$ cat src/rtl/alu_control_seq.sv
// alu_control_seq
// Decodes the instruction funct field into a single registered op code shared by
// the ALU, shifter, divider/multiplier and result mux. DIVU/MULTU are run through
// a counter FSM. When they finish, a one-cycle HiLo write is issued. Codes that are
// not supported are flagged with a one-cycle illegal pulse.
//
// state   | meaning
// --------+-------------------------------------------------------------
// S_IDLE  | ready; a valid funct is accepted on every edge
// S_RUN   | divider/multiplier busy; cnt counts 0..N-1
// S_WRITE | one cycle: HiLo write enable, done, op_sel = 6'b111111
module alu_control_seq #(
    parameter int DIV_CYCLES = 32,
    parameter int MUL_CYCLES = 32,
    parameter int CNT_W      = 6
) (
    input  logic       clk,
    input  logic       reset,
    input  logic [5:0] funct,
    input  logic       funct_valid,
    output logic [5:0] op_sel,
    output logic       div_start,
    output logic       mul_start,
    output logic       hilo_we,
    output logic       busy,
    output logic       done,
    output logic       illegal
);

    localparam logic [5:0] F_AND   = 6'd36;
    localparam logic [5:0] F_OR    = 6'd37;
    localparam logic [5:0] F_ADD   = 6'd32;
    localparam logic [5:0] F_SUB   = 6'd34;
    localparam logic [5:0] F_SLT   = 6'd42;
    localparam logic [5:0] F_SRL   = 6'd2;
    localparam logic [5:0] F_MFHI  = 6'd16;
    localparam logic [5:0] F_MFLO  = 6'd18;
    localparam logic [5:0] F_DIVU  = 6'd27;
    localparam logic [5:0] F_MULTU = 6'd25;
    localparam logic [5:0] OP_HILO = 6'b111111;
    localparam logic [5:0] OP_NONE = 6'b000000;

    // Last count value of RUN for each unit; RUN exits on the edge where cnt hits it.
    localparam logic [CNT_W-1:0] DIV_LAST = CNT_W'(DIV_CYCLES - 1);
    localparam logic [CNT_W-1:0] MUL_LAST = CNT_W'(MUL_CYCLES - 1);

    typedef enum logic [1:0] {
        S_IDLE  = 2'd0,
        S_RUN   = 2'd1,
        S_WRITE = 2'd2
    } state_t;

    state_t           state, state_nxt;
    logic [CNT_W-1:0] cnt, cnt_nxt;
    logic [CNT_W-1:0] last, last_nxt;
    logic [5:0]       op_nxt;
    logic             div_start_nxt;
    logic             mul_start_nxt;
    logic             hilo_we_nxt;
    logic             done_nxt;
    logic             illegal_nxt;

    logic             is_single;
    logic             is_div;
    logic             is_mul;
    logic             accept;

    // Classify the presented funct code.
    always_comb begin
        is_single = 1'b0;
        is_div    = 1'b0;
        is_mul    = 1'b0;
        case (funct)
            F_AND, F_OR, F_ADD, F_SUB,
            F_SLT, F_SRL, F_MFHI, F_MFLO: is_single = 1'b1;
            F_DIVU:                       is_div    = 1'b1;
            F_MULTU:                      is_mul    = 1'b1;
            default:                      ;
        endcase
    end

    // funct is only sampled while idle; busy drops the request without queueing it.
    assign accept = (state == S_IDLE) && funct_valid;
    assign busy   = (state != S_IDLE);

    // Next-state, counter and registered-output logic.
    always_comb begin
        state_nxt     = state;
        cnt_nxt       = cnt;
        last_nxt      = last;
        op_nxt        = op_sel;
        div_start_nxt = 1'b0;
        mul_start_nxt = 1'b0;
        hilo_we_nxt   = 1'b0;
        done_nxt      = 1'b0;
        illegal_nxt   = 1'b0;
        case (state)
            S_IDLE: begin
                if (accept) begin
                    if (is_div) begin
                        state_nxt     = S_RUN;
                        cnt_nxt       = '0;
                        last_nxt      = DIV_LAST;
                        op_nxt        = funct;
                        div_start_nxt = 1'b1;
                    end else if (is_mul) begin
                        state_nxt     = S_RUN;
                        cnt_nxt       = '0;
                        last_nxt      = MUL_LAST;
                        op_nxt        = funct;
                        mul_start_nxt = 1'b1;
                    end else if (is_single) begin
                        op_nxt   = funct;
                        done_nxt = 1'b1;
                    end else begin
                        op_nxt      = OP_NONE;
                        illegal_nxt = 1'b1;
                        done_nxt    = 1'b1;
                    end
                end
            end
            S_RUN: begin
                // Hold the counter on the exit edge so it can never wrap.
                if (cnt == last) begin
                    state_nxt   = S_WRITE;
                    op_nxt      = OP_HILO;
                    hilo_we_nxt = 1'b1;
                    done_nxt    = 1'b1;
                end else begin
                    cnt_nxt = cnt + CNT_W'(1);
                end
            end
            S_WRITE: begin
                state_nxt = S_IDLE;
                op_nxt    = OP_NONE;
                cnt_nxt   = '0;
            end
            default: begin
                state_nxt = S_IDLE;
                op_nxt    = OP_NONE;
                cnt_nxt   = '0;
            end
        endcase
    end

    // State, counter and output registers; reset drops any instruction in flight silently.
    always_ff @(posedge clk) begin
        if (reset) begin
            state     <= S_IDLE;
            cnt       <= '0;
            last      <= '0;
            op_sel    <= OP_NONE;
            div_start <= 1'b0;
            mul_start <= 1'b0;
            hilo_we   <= 1'b0;
            done      <= 1'b0;
            illegal   <= 1'b0;
        end else begin
            state     <= state_nxt;
            cnt       <= cnt_nxt;
            last      <= last_nxt;
            op_sel    <= op_nxt;
            div_start <= div_start_nxt;
            mul_start <= mul_start_nxt;
            hilo_we   <= hilo_we_nxt;
            done      <= done_nxt;
            illegal   <= illegal_nxt;
        end
    end

endmodule

$ cat config.mk
export PLATFORM = sky130hd
export DESIGN_NAME = alu_control_seq
export DESIGN_NICKNAME = d
export VERILOG_FILES = /design/src/rtl/alu_control_seq.sv
export SDC_FILE = /design/constraint.sdc
export NUM_CORES = 1
export LEC_CHECK = 0
export CORE_ASPECT_RATIO = 1.5
export CORE_UTILIZATION = 30
export CTS_CLUSTER_DIAMETER = 200
export DETAILED_ROUTE_END_ITERATION = 8
export PLACE_DENSITY = 0.53
export SYNTH_ARGS = -nofsm -noshare
export SYNTH_HDL_FRONTEND = slang
export SYNTH_SLANG_ARGS = --single-unit
$ cat constraint.sdc
create_clock -name clk -period 1.4 [get_ports clk]
set_input_delay 0.28 -clock clk [delete_from_list [all_inputs] [get_ports clk]]
set_output_delay 0.28 -clock clk [all_outputs]
set_load 0.005 [all_outputs]
==> flow_summary.yaml <==
outcome:
  status: "finished with violations"
  violations: "negative setup slack"
global_route:
  grt_start_max_net_pins: 13
  grt_pass1_wl_mm: 4.360
  grt_pass1_vias: 1014
  grt.total_usage: 0.1631
  grt_antenna_before_repair: 0
  grt-ovfl-total: 0
min_path:
  hold_class: "register to register"
  min_from: "op_sel[2]"
drt:
  drc: 0
  routed_wl_mm: 2.613
  num_vias: 992
  first_iter_violations: 11
  dr.pass1.iters: 3
  drtAntennaViolNets: 0
  avgViaCountPerCell: 5.167
  wire_per_inst_um: 13.61
synth:
  synth_edf_count: 0
  synth_top_area_frac: 0.4129
  syn_inst: 108
  synth_top_cells_by_area: "dfxtp_1, a21oi_1, nand3_1"
  ys_seq_elements: 20
  ys_types: 42
  syn_avg_cell_area_um2: 8.979
  yosysTopAreaCell: "dfxtp_1"
  yosysSeqAreaShare: 0.4129
  ys.flop_type: "dfxtp_1"
  syn_area_um2: 969.7
  async_flop_share: 0
  synth_nets: 118
  yosysWarnings: 0
sta:
  finalWorstSetupSlack_ns: -0.1465
  hold_viol_final: 0
  finalSetupViolations: 16
  drv_slew: 0
  skew_ns: 0.007206
  period_share: 1.105
  tightest_slew_ns: 0.3156
  maxSlewHeadroom: 0.7888
  max_freq_ghz: 0.6466
  finalCriticalPeriod_ns: 1.546
  rsz0062_at_grt: "yes"
place:
  place_inst: 186
  hpwl_mm: 1.957
  place_congestion: 0.8103
  port_buffers: 20
  placed_cell_area_mm2: 0.001378
clocking:
  clockRootBuffer: "clkbuf_8"
  clock-sinks: 20
  clk_pin_slew_ns: 0.07
  worstSkewPairLatency_ns: 0.25
  htree_levels: 1
  clock_path_buffers: 2
  cts_inserted_buffers: 3
  cts_tree: "yes"
floorplan:
  rows: 24
  start_util: 0.3229
  die_x_um: 48.42
  pin_count: 21
  fp.coreArea_mm2: 0.003003
  die_h_um: 71.63
  die_area_mm2: 0.003468
worst_setup_path:
  crit_start: "cnt[5]"
  rrSetupSlack_ns: -0.15
  worstPathMaxFanout: 4
  r2r-start: "cnt[5]"
  crit_required_ns: 1.60
  startpoint_type: "register"
  crit_arrival_ns: 1.74
  worstSetupEndpointType: "register"
  worstSetupPathType: "register to register"
final_layout:
  syn_to_final_growth_pct: 56.13
  fin_area_mm2: 0.001514
  final_cell_mix: "buf_4, dfxtp_1, clkdlybuf4s50_1"
  drive_gt1_frac: 0.3595
  fin_util: 0.5042
  final_cells: 192
  insertedDiodeCount: 0
  final_common_cell: "buf_4"
  finish.net_count: 165
power_and_ir_drop:
  p_leak_uw: 0.0006146
  ir_drop_mv: 0.4062
  pwr_density_cell_mw_per_mm2: 742.7
  p_switching_uw: 259.6
  p_int_uw: 864.9
  switching_share: 0.2308
  pwr-share-comb: 0.151
  seq_power_share: 0.520
  pwr-share-clk: 0.329
job:
  maxCapViolCount: 0
-- registers in the layout, summed over array words and instances, names as in the netlist --
register and flops:
hilo_we 1, op_sel 6, last 1, state 2, mul_start 1, div_start 1, illegal 1, cnt 6
done 1
-- per-layer routing --
metal  track usage  wire, µm  part of all wire
met1        0.1810      1098              0.42
met2        0.2911      1390              0.53
met3       0.02760        61             0.023
met4       0.09477        62             0.024
met5             0         0                 0
-- what timing repair did --
| item | 4_1_cts | 5_1_grt |
|---|---|---|
| buffers inserted | 2 | 0 |
| hold buffers | 0 | 0 |
| pin swaps | 4 | 7 |
| gates resized for setup | 12 | 15 |
| setup endpoints to repair | 20 | 23 |
| gates cloned | 1 | 0 |
-- cell type report --
type / count / area, µm²
clock buffers: 3 / 41.29
repair buffers: 46 / 390.4
flip-flops and latches: 20 / 406.6
inverters: 4 / 15.01
well taps: 39 / 48.80
fillers: 321 / 1489
multi-input cells: 80 / 611.8
-- worst max-delay path, cell delays in order, from the launching register on --
cell     delay (ns)
dfxtp_2        0.32
or4_4          0.59
o22ai_4        0.24
and2_4         0.19
o311a_1        0.15
-- logic make-up after synthesis --
group / Yosys count / synth area share
AND/OR/NAND/NOR: 42 / 0.2426
AO/OA/AOI/OAI: 33 / 0.2645
flip-flops: 20 / 0.4129
buffers and inverters: 9 / 0.03740
multiplexers: 2 / 0.02065
XOR/XNOR: 1 / 0.009034
adder cells (fa/ha/maj): 1 / 0.01290
-- power by group through the flow --
stage	sequential, µW	clock, µW	combinational, µW
5_1_grt	586	401	183
4_1_cts	584	385	165
3_5_place_dp	598	0	166
6_report	585	370	169
2_1_floorplan	599	0	62.0
3_3_place_gp	598	0	162
-- final timing paths --
kind               endpoint  depth (start not counted)
setup / recovery  op_sel[4]                          4
setup reg to reg  op_sel[4]                          4
hold / removal    op_sel[2]                          2
hold reg to reg   op_sel[2]                          2
-- stage by stage --
step,hold WS [ns],worst slack (ns),TNS [ns],total power [µW]
detailed placement,0.4765,-0.3977,-4.732,763.7
global route,0.5125,-0.2199,-2.791,1170
finish,0.4827,-0.1465,-1.472,1124
floorplan,0.4550,-0.05040,-0.1150,660.8
CTS,0.4867,-0.1378,-1.467,1135
global placement,0.4662,-0.3702,-4.231,760.0
-- synth_stat cells, types with 2 or more instances --
cell type  count
dfxtp_1       20
nand2_1        8
a21oi_1        7
nand3_1        7
nor2_1         5
a31oi_1        4
inv_1          4
o21ai_1        4
a21boi_1       3
clkbuf_1       3
nand2b_1       3
o21ai_0        3
or3_1          3
mux2i_1        2
nor2b_1        2
nor3_1         2
nor4_1         2
or2_2          2
No activity file was read; power rests on OpenSTA's default activity.
